--- config.mk ---
export PLATFORM = sky130hd
export DESIGN_NAME = game_ctrl
export DESIGN_NICKNAME = d
export VERILOG_FILES = /design/src/rtl/tron_pkg.sv /design/src/rtl/game_ctrl_sync_edge.sv /design/src/rtl/game_ctrl.sv
export SDC_FILE = /design/constraint.sdc
export NUM_CORES = 1
export LEC_CHECK = 0
export CORE_MARGIN = 5
export CORE_UTILIZATION = 50
export CTS_BUF_LIST = sky130_fd_sc_hd__clkbuf_16
export CTS_CLUSTER_SIZE = 25
export DETAILED_ROUTE_END_ITERATION = 10
export GPL_TIMING_DRIVEN = 1
export PLACE_DENSITY = 0.73
export SYNTH_ARGS = -nofsm -noshare
export SYNTH_HDL_FRONTEND = slang
export SYNTH_SLANG_ARGS = --single-unit
export TNS_END_PERCENT = 30
--- constraint.sdc ---
create_clock -name Clk -period 2.3 [get_ports Clk]
set_input_delay 0.23 -clock Clk [delete_from_list [all_inputs] [get_ports Clk]]
set_output_delay 0.23 -clock Clk [all_outputs]
set_load 0.03 [all_outputs]
--- src/rtl/tron_pkg.sv ---
// Shared types for the Tron match sequencer: game state encoding and winner codes.
package tron_pkg;

  typedef enum logic [2:0] {
    TITLE      = 3'd0,
    COUNTDOWN  = 3'd1,
    PLAY       = 3'd2,
    ROUND_END  = 3'd3,
    MATCH_OVER = 3'd4,
    PAUSED     = 3'd7
  } game_state_t;

  localparam logic [1:0] WIN_NONE = 2'b00;
  localparam logic [1:0] WIN_BLUE = 2'b01;
  localparam logic [1:0] WIN_RED  = 2'b10;
  localparam logic [1:0] WIN_DRAW = 2'b11;

  function automatic int max_int(input int a, input int b);
    return (a > b) ? a : b;
  endfunction

endpackage

--- src/rtl/game_ctrl_sync_edge.sv ---
// Two-flop synchronizer for an asynchronous level, followed by a one-Clk rising-edge pulse.
module sync_edge (
  input  logic Clk,
  input  logic Reset_n,
  input  logic d_async,
  output logic rise_pulse
);

  logic s1, s2, s3;

  always_ff @(posedge Clk or negedge Reset_n) begin
    if (!Reset_n) begin
      s1 <= 1'b0;
      s2 <= 1'b0;
      s3 <= 1'b0;
    end else begin
      s1 <= d_async;
      s2 <= s1;
      s3 <= s2;
    end
  end

  assign rise_pulse = s2 & ~s3;

endmodule

--- src/rtl/game_ctrl.sv ---
// Tron match sequencer: title, countdown, play, crash hold, match-over.
// Optional pause feature is compiled in with GAME_PAUSE_EN.
module game_ctrl
  import tron_pkg::*;
#(
  parameter int FRAMES_PER_SEC = 60,
  parameter int COUNT_SECS     = 3,
  parameter int HOLD_FRAMES    = 90
) (
  input  logic       Clk,
  input  logic       Reset_n,
  input  logic       frame_clk,
  input  logic       start_key,
  input  logic       pause_key,
  input  logic       reset_round,
  input  logic       Blue_W,
  input  logic       Red_W,
  output logic [2:0] Game_State,
  output logic       round_reset,
  output logic       bikes_enable,
  output logic [1:0] countdown,
  output logic [1:0] winner
);

  localparam int FCW = $clog2(max_int(FRAMES_PER_SEC, HOLD_FRAMES) + 1);
  localparam logic [FCW-1:0] FPS_LAST   = FCW'(FRAMES_PER_SEC - 1);
  localparam logic [FCW-1:0] HOLD_LAST  = FCW'(HOLD_FRAMES - 1);
  localparam logic [1:0]     COUNT_STEP = 2'(COUNT_SECS);

  logic frame_edge, start_edge, pause_edge;

  sync_edge u_frame (.Clk(Clk), .Reset_n(Reset_n), .d_async(frame_clk), .rise_pulse(frame_edge));
  sync_edge u_start (.Clk(Clk), .Reset_n(Reset_n), .d_async(start_key), .rise_pulse(start_edge));
  sync_edge u_pause (.Clk(Clk), .Reset_n(Reset_n), .d_async(pause_key), .rise_pulse(pause_edge));

`ifndef GAME_PAUSE_EN
  logic unused_pause;
  assign unused_pause = pause_edge;
`endif

  game_state_t    state;
  logic [FCW-1:0] fcnt;
  logic [1:0]     step;
  logic           blue_l, red_l;
  logic [1:0]     winner_q;
  logic           bikes_q;
  logic           round_reset_q;
  logic           crash;

  assign crash = reset_round | Blue_W | Red_W;

  // The win pulse trails reset_round by a cycle, so both latches keep
  // collecting through ROUND_END and the decision also sees this cycle's pulses.
  always_ff @(posedge Clk or negedge Reset_n) begin
    if (!Reset_n) begin
      state         <= TITLE;
      fcnt          <= '0;
      step          <= 2'd0;
      blue_l        <= 1'b0;
      red_l         <= 1'b0;
      winner_q      <= WIN_NONE;
      bikes_q       <= 1'b0;
      round_reset_q <= 1'b0;
    end else begin
      round_reset_q <= 1'b0;
      case (state)
        TITLE: begin
          blue_l <= 1'b0;
          red_l  <= 1'b0;
          if (start_edge) begin
            state         <= COUNTDOWN;
            step          <= COUNT_STEP;
            fcnt          <= '0;
            round_reset_q <= 1'b1;
          end
        end
        COUNTDOWN: begin
          if (frame_edge) begin
            if (fcnt == FPS_LAST) begin
              fcnt <= '0;
              step <= step - 2'd1;
              if (step == 2'd1) begin
                state   <= PLAY;
                bikes_q <= 1'b1;
              end
            end else begin
              fcnt <= fcnt + 1'b1;
            end
          end
        end
        PLAY: begin
          blue_l <= blue_l | Blue_W;
          red_l  <= red_l | Red_W;
          if (crash) begin
            state   <= ROUND_END;
            fcnt    <= '0;
            bikes_q <= 1'b0;
          end
`ifdef GAME_PAUSE_EN
          else if (pause_edge) begin
            state   <= PAUSED;
            bikes_q <= 1'b0;
          end
`endif
        end
        ROUND_END: begin
          blue_l <= blue_l | Blue_W;
          red_l  <= red_l | Red_W;
          if (frame_edge) begin
            if (fcnt == HOLD_LAST) begin
              fcnt <= '0;
              if (blue_l | red_l | Blue_W | Red_W) begin
                state    <= MATCH_OVER;
                winner_q <= {red_l | Red_W, blue_l | Blue_W};
              end else begin
                state         <= COUNTDOWN;
                step          <= COUNT_STEP;
                round_reset_q <= 1'b1;
              end
            end else begin
              fcnt <= fcnt + 1'b1;
            end
          end
        end
        MATCH_OVER: begin
          if (start_edge) begin
            state    <= TITLE;
            winner_q <= WIN_NONE;
          end
        end
`ifdef GAME_PAUSE_EN
        PAUSED: begin
          blue_l <= blue_l | Blue_W;
          red_l  <= red_l | Red_W;
          if (crash) begin
            state <= ROUND_END;
            fcnt  <= '0;
          end else if (pause_edge) begin
            state   <= PLAY;
            bikes_q <= 1'b1;
          end
        end
`endif
        default: begin
          state    <= TITLE;
          fcnt     <= '0;
          step     <= 2'd0;
          blue_l   <= 1'b0;
          red_l    <= 1'b0;
          winner_q <= WIN_NONE;
          bikes_q  <= 1'b0;
        end
      endcase
    end
  end

  assign Game_State   = state;
  assign round_reset  = round_reset_q;
  assign bikes_enable = bikes_q;
  assign countdown    = step;
  assign winner       = winner_q;

endmodule
==> results of run 1 <==
[sequential cells by signal, indices dropped and copies added (netlist names)]
| signal | flops |
|---|---|
| u_frame.s1 | 1 |
| Game_State | 3 |
| blue_l | 1 |
| u_start.s3 | 1 |
| countdown | 2 |
| winner | 2 |
| u_start.s2 | 1 |
| u_frame.s2 | 1 |
| u_frame.s3 | 1 |
| round_reset | 1 |
| u_start.s1 | 1 |
| bikes_enable | 1 |
| fcnt | 7 |
| red_l | 1 |
[stage by stage]
stage / cells / utilization [%] / power, mW
after detailed placement: 177 / 61.1 / 1.41
after floorplan: 131 / - / 1.15
after global routing: 180 / 64.1 / 1.90
after CTS: 180 / 64.1 / 1.79
final: 180 / 64.1 / 1.78
after global placement: 177 / 61.1 / 1.38
[critical path: cells and delay by family (launching register included)]
family	cells	cell delay, ns
AOI/OAI and AO/OA	3	0.87
adders and majority gates	1	0.27
and+or+nand+nor	1	0.45
DFF	1	0.41
[metal layers]
layer  global-route usage, %  wire, µm
met1                    24.3      1350
met2                    27.0      1310
met3                    3.35       130
met4                    7.27        49
met5                       0         0
[kinds of logic (layout without fill, tap and decap cells)]
logic type / count (synthesis) / after routing / synth area share, %
multiplexers: 2 / 2 / 1.61
buffers and inverters: 13 / 32 / 4.56
AO/OA/AOI/OAI: 46 / 46 / 25.5
flip-flops: 24 / 24 / 45.6
AND/OR/NAND/NOR: 43 / 43 / 19.9
adder cells (fa/ha/maj): 3 / 3 / 2.85
[where the power goes]
part           total [mW]  switching (mW)  leakage, nW  internal, mW
logic               0.781           0.436        0.333         0.345
registers           0.628           0.120        0.301         0.508
clock network       0.371           0.141       0.0370         0.230
total                1.78           0.697        0.671          1.08
[layout by cell type (no fill, tap or decap), types with 2 or more instances in the layout]
| cell type | count |
|---|---|
| dfrtp_1 | 24 |
| clkdlybuf4s50_1 | 15 |
| o21ai_0 | 12 |
| buf_4 | 8 |
| nand2_1 | 7 |
| nor2_1 | 7 |
| inv_1 | 6 |
| nand3_1 | 5 |
| o21ai_1 | 5 |
| a21oi_1 | 4 |
| nor2b_1 | 4 |
| nand2b_1 | 3 |
| o2111ai_1 | 3 |
| o211ai_2 | 3 |
| ha_1 | 3 |
| clkbuf_16 | 3 |
| or4b_1 | 2 |
| and3b_1 | 2 |
| a31o_2 | 2 |
| a21boi_0 | 2 |
| or4_1 | 2 |
| a41oi_1 | 2 |
| or2_2 | 2 |
| a211o_1 | 2 |
| a311oi_1 | 2 |
| o31ai_1 | 2 |
| or3_1 | 2 |
[how the worst max path moves through the flow]
| stage | to | cells past startpoint |
|---|---|---|
| after floorplan | fcnt[4] | 6 |
| after global placement | fcnt[5] | 5 |
| after detailed placement | Game_State[0] | 5 |
| after CTS | Game_State[0] | 5 |
| after global routing | Game_State[0] | 5 |
| final | Game_State[0] | 5 |
[cell type report]
cell class / instances / area, µm² / area share [%]
clock buffer: 3 / 75.1 / 4.68
inverter: 6 / 22.5 / 1.41
multi-input combinational: 94 / 657 / 41.0
sequential: 24 / 601 / 37.5
tap: 30 / 37.5 / 2.34
timing repair buffer: 23 / 210 / 13.1
==> impl.org, run 1 <==
** CTS
- Number of CTS-inserted buffers :: 3
- Buffers inserted during post-CTS setup optimization :: 0
- Resize count post-CTS :: 0
- Clock tree synthesis found a total of 24 sinks.
- Post-CTS Hold Fix Bufs :: 0
- Source-to-sink clock delay at the later pin of the worst-skew pair :: 0.26 ns
- Number of levels the H-tree was split into :: 1
- CTS placed an instance of clkbuf_16 at the clock tree root.
- CTS tree :: done
- Buffer levels on the longest clock path :: 2
- Register clock-pin slew on the reported worst setup and hold paths :: 0.06 ns

** STA
- Setup violations remaining at the end of the flow were counted as 0.
- Clock skew on the completed layout was measured at 0.00400 ns.
- Across all hold checks on the routed design, the worst slack comes to 0.325 ns.
- Transition time at the pin with the least slew margin :: 0.506 ns
- The count of pins over their slew limit was 0.
- Derived from the worst setup path, the maximum achievable clock frequency is 480 MHz.
- RSZ-0062 raised after global routing :: false
- The worst pin sits at a relative slew slack of 66.0%.
- The worst path meets setup with 0.218 ns of slack.
- The number of endpoints with negative hold slack in the final report came to 0.
- Setup_tns :: 0 ns
- Counting I/O delays and the setup requirement, the final critical path takes 2.08 ns.
- Ratio of final minimum period to clock period :: 90.5%

** Critical path
- STA classifies the critical path startpoint as a flop.
- STA classifies the critical path endpoint as a flop.
- The critical path goes through ha_1 -> nor4bb_2 -> o2111ai_1 -> a211o_1 -> o31ai_2.
- The endpoint identified for the worst register-to-register timing path is Game_State[0].
- Required time worst endpoint :: 2.46 ns
- Critical path start-end classification :: reg -> reg
- Launch instance of the worst register-to-register path :: fcnt[0]
- For this run, the slowest stage of the critical path takes 0.45 ns.
- The critical path starts at fcnt[0].
- On the critical path, the stage with the largest delay is an instance of nor4bb_2.
- Reg2Reg Setup Slack :: 0.22 ns
- In this run the worst path has a maximum fanout of 5.
- Worst reg-to-reg path cell count :: 5
- Arrival time at the worst endpoint :: 2.25 ns

** Routing
- DR pass1 iterations :: 4
- In the final routed layout, each cell accounts on average for 15.8 µm.
- Remaining antenna violation count after routing :: 0
- Via/cell ratio :: 6.08
- For this run, design rule violations remaining after detail routing come to 0.
- The routed design has 2840 µm of wire.
- In this run, the number of DRC markers left after iteration 0 of detailed routing was 43.
- The final route contains 1094 vias.

** Job
- The tool flagged a number of max-cap violations equal to 0.

** Placed design
- Placement Cell Area :: 0.00153 mm²
- Worst slack, placed :: 0.255 ns
- Global placer's final weighted congestion :: 0.763
- Port buffering added 15 buffers.
- Summed over all nets, the half-perimeter wirelength after detailed placement is 1990 µm.

** Finish
- Cells with a size suffix above 1 make up 15.3% of the layout.
- After routing the design area is 0.00160 mm².
- The final layout contains 163 nets.
- Diode count :: 0
- The area growth from synthesis to layout is 21.7%.
- Filler cells :: 213

** Die
- The die covers 0.00376 mm².
- Floorplan row count :: 18
- In this run the vertical extent of the chip is 61.3 µm.
- Once the floorplan was initialized, standard cells occupied 52.7% of the core.
- The total area inside the core boundary comes to 0.00250 mm².
- 17 I/O pins were placed.
- The die is 61.3 µm wide.

** Logic synthesis
- Net Count, Synth :: 142
- Top cells by area in the synthesized netlist :: dfrtp_1 46%, o21ai_0 4.6%, ha_1 2.8%, o211ai_2 2.8%, nand2_1 2.0%
- The synthesized design devotes to its leading area cell type 45.6% of total area.
- Main synth FF type :: dfrtp_1
- Yosys mapped a number of flops with a built-in enable equal to 0.
- Among all cell types in the netlist, the one instantiated most often is dfrtp_1.
- Mean post-synth cell area :: 10.1 µm²
- Post-synth design cell area :: 0.00132 mm²
- Share of the yosys chip area belonging to registers :: 45.6%
- Post-synthesis sequential element count :: 24
- Synthesis handed over a netlist of 131 instances.
- Count of unique library cells instantiated by Yosys :: 44
- Yosys top cell by area :: dfrtp_1
- Counting instances in the post-synthesis netlist gives the leading cell types as 24 x dfrtp_1, 12 x o21ai_0, 7 x nand2_1, 7 x nor2_1, 6 x inv_1.
- Yosys synthesis warning count :: 0
- Synth async-reset ratio :: 100%

** Global route
- Total overflow reported by the global router :: 0
- Entering global routing, the biggest net connects 25 pins.
- First-pass GRT wire length :: 4790 µm
- GRT Util Overall :: 17.6%
- The number of antenna violations at the first check in global routing came to 0.
- The number of global-route vias before repair was 990.

** Power and ir drop
- Leakage power summed over all cells :: 0.671 nW
- Ratio of total power to cell area :: 1110 mW/mm²
- Maximum vdd ir drop :: 0.000835 V

** Run status
- Outcome :: complete, no violations

** Worst hold path
- The min-delay analysis places its worst path in the category in -> async.
Power figures use the tool's default switching activity.
==> run 2, diff against run 1 <==
CORE_UTILIZATION = 49   (was 50)
PLACE_DENSITY = 0.72   (was 0.73)
==> impl.org, run 2 (synthesized netlist as in run 1, its figures left out) <==
** Finish
- The count of non-filler cells in the finished layout was 181 (was 180).
- Leading cell type in the layout, fill and taps excluded :: dfrtp_1 (unchanged)
- Share of cells above drive strength 1 :: 15.9% (was 15.3%)
- Fin nets :: 164 (was 163)
- Final non-filler cell area :: 0.00161 mm² (was 0.00160 mm²)
- Top library cells by usage in the layout, fill and taps aside :: 24 x dfrtp_1, 15 x clkdlybuf4s50_1, 12 x o21ai_0, 9 x buf_4 (was 24 x dfrtp_1, 15 x clkdlybuf4s50_1, 12 x o21ai_0, 8 x buf_4)
- Area of the multi-input gates :: 657 µm² (unchanged)
- The signed area change from the synthesized netlist to the final layout came to 22.2% (was 21.7%).
- Area taken by flip-flops and latches :: 601 µm² (unchanged)
- Largest reg by FF count :: fcnt (unchanged)
- The fraction of the core area covered by cells at the end of the flow came to 63.8% (was 64.1%).
- The layout filler cell count is 212 (was 213).
- The flip-flop count of the largest register, all copies and words added is 7 (unchanged).
- Diode count :: 0 (unchanged)

** Job
- The max-capacitance violation count is 0 (unchanged).

** Critical path
- The startpoint of the worst-slack reg-to-reg timing path is fcnt[0] (unchanged).
- The worst path required time is 2.46 ns (about the same).
- The endpoint class of the critical path is a flop (unchanged).
- Crit Reg-Reg Endpoint :: Game_State[0] (unchanged)
- The arrival time of data at the critical path endpoint came to 2.20 ns (was 2.25 ns).
- The biggest fanout along the worst timing path is 5 (unchanged).
- Worst reg-to-reg path cell count :: 5 (unchanged)
- The slack of the worst reg-to-reg path came to 0.26 ns (was 0.22 ns).
- The kind of start point of the critical path was a flop (unchanged).
- The type of the worst setup path is reg -> reg (unchanged).

** STA
- The minimum hold slack is 0.334 ns (was 0.325 ns).
- Slew HR :: 62.0% (was 66.0%)
- Max-slew violation count :: 0 (unchanged)
- RSZ-0062 raised after global routing :: false (unchanged)
- Post-layout min period :: 2.04 ns (was 2.08 ns)
- The number of endpoints with negative hold slack in the final report was 0 (unchanged).
- The worst setup margin is 0.256 ns (was 0.218 ns).
- Transition time at the pin with the least slew margin :: 0.565 ns (was 0.506 ns)
- The number of setup violations in the final report came to 0 (unchanged).
- The final-layout setup total negative slack was 0 ns (unchanged).
- Maximum clock skew at final layout :: 0.00116 ns (was 0.00400 ns)
- Ratio of final minimum period to clock period :: 88.9% (was 90.5%)
- The top achievable clock speed is 489 MHz (was 480 MHz).

** Power and ir drop
- The power density of the placed cells is 1110 mW/mm² (about the same).
- Clock network power share :: 20.4% (was 20.8%)
- The net load switching power is 701 µW (was 697 µW).
- The proportion of total power due to net switching is 39.2% (about the same).
- Internal power consumption :: 1.09 mW (was 1.08 mW)
- The overall power consumption came to 1.79 mW (was 1.78 mW).
- Maximum vdd ir drop :: 0.000660 V (was 0.000835 V)
- The leakage component of the power was 0.676 nW (was 0.671 nW).
- Logic gate share of total power :: 44.8% (was 43.9%)
- The power share of the sequential group was 34.7% (was 35.3%).

** Routing
- The number of nets still failing antenna checks after routing was 0 (unchanged).
- Via/cell ratio :: 6.16 (was 6.08)
- The final routed wire length divided by cell count was 15.8 µm (about the same).
- The number of design rule violations left after detail routing came to 0 (unchanged).
- Routed Wire Length :: 2860 µm (was 2840 µm)
- The total via count in the routed design came to 1115 (was 1094).
- DR pass1 iterations :: 4 (unchanged)
- The number of DRC markers after the initial detailed-route iteration was 38 (was 43).

** CTS
- Register clock-pin slew on the reported worst setup and hold paths :: 0.06 ns (about the same)
- Number of levels the H-tree was split into :: 1 (unchanged)
- The maximum buffer depth of the clock tree came to 2 (unchanged).
- The number of clock sinks seen by CTS is 24 (unchanged).
- Source-to-sink clock delay at the later pin of the worst-skew pair :: 0.25 ns (was 0.26 ns)
- CTS tree :: done (unchanged)
- Resize count post-CTS :: 0 (unchanged)
- The hold buffer count at CTS is 0 (unchanged).
- The setup fix buffers added after clock tree synthesis was 0 (unchanged).
- The total clock buffers created by CTS was 3 (unchanged).
- The clock tree root buffer cell is clkbuf_16 (unchanged).

** Placed design
- The estimated wirelength of the detail-placed design came to 2070 µm (was 1990 µm).
- The instance area after placement is 0.00154 mm² (was 0.00153 mm²).
- The cell count after placement came to 178 (was 177).
- The worst slack at placement is 0.281 ns (was 0.255 ns).
- The global placer's final weighted congestion came to 0.831 (was 0.763).
- Number of I/O port buffers :: 15 (unchanged)

** Global route
- The global routing usage summed across all routing layers was 17.8% (was 17.6%).
- The leftover overflow at the end of global routing was 0 (unchanged).
- The maximum number of pins on one net before global-route repair came to 25 (unchanged).
- Number of global-route vias before repair :: 1075 (was 990)
- First-pass GRT wire length :: 5040 µm (was 4790 µm)
- The number of antenna violations at the first check in global routing was 0 (unchanged).

** Die
- The die footprint was 0.00383 mm² (was 0.00376 mm²).
- Num ports :: 17 (unchanged)
- Initial core utilization :: 52.2% (was 52.7%)
- Floorplan row count :: 18 (unchanged)
- The core area was 0.00252 mm² (was 0.00250 mm²).
- The die boundary width is 61.9 µm (was 61.3 µm).
- Die H :: 61.9 µm (was 61.3 µm)

** Run status
- Outcome: complete, no violations (unchanged).

** Worst hold path
- The classification of the worst-slack hold path is in -> async (unchanged).
-- run 2: area by class of cell --
class | instances | area share [%]
Multi-Input combinational cell | 94 | 40.8
Sequential cell | 24 | 37.3
Timing Repair Buffer | 24 | 13.5
Clock buffer | 3 | 4.66
Tap cell | 30 | 2.33
Inverter | 6 | 1.40
-- run 2: how the worst max path moves through the flow --
stage                        from  cells after the start       endpoint  slack [ns]
detailed placement         Blue_W                      5   countdown[0]        0.28
global route              fcnt[0]                      5  Game_State[1]        0.07
finish                    fcnt[0]                      5  Game_State[0]        0.26
CTS                       fcnt[0]                      5  Game_State[1]        0.25
global placement           Blue_W                      5   countdown[0]        0.29
floorplan           Game_State[2]                      6        fcnt[4]        0.43
-- run 2: routing by layer --
layer / wire (µm) / GRT usage [%]
met1: 1390 / 24.9
met2: 1300 / 27.5
met3: 127 / 2.69
met4: 42 / 7.58
met5: 0 / 0
-- run 2: power groups by stage --
stage | combinational, mW | clock (mW) | sequential, mW
after floorplan | 0.476 | 0 | 0.673
after CTS | 0.803 | 0.371 | 0.619
after global routing | 0.887 | 0.388 | 0.634
after detailed placement | 0.799 | 0 | 0.625
final | 0.802 | 0.366 | 0.621
after global placement | 0.770 | 0 | 0.616
-- run 2: critical path, stage by stage (launching register included) --
cell       delay (ns)
dfrtp_1          0.41
ha_1             0.26
nor4bb_2         0.46
o2111ai_1        0.21
a211o_1          0.37
o31ai_2          0.24
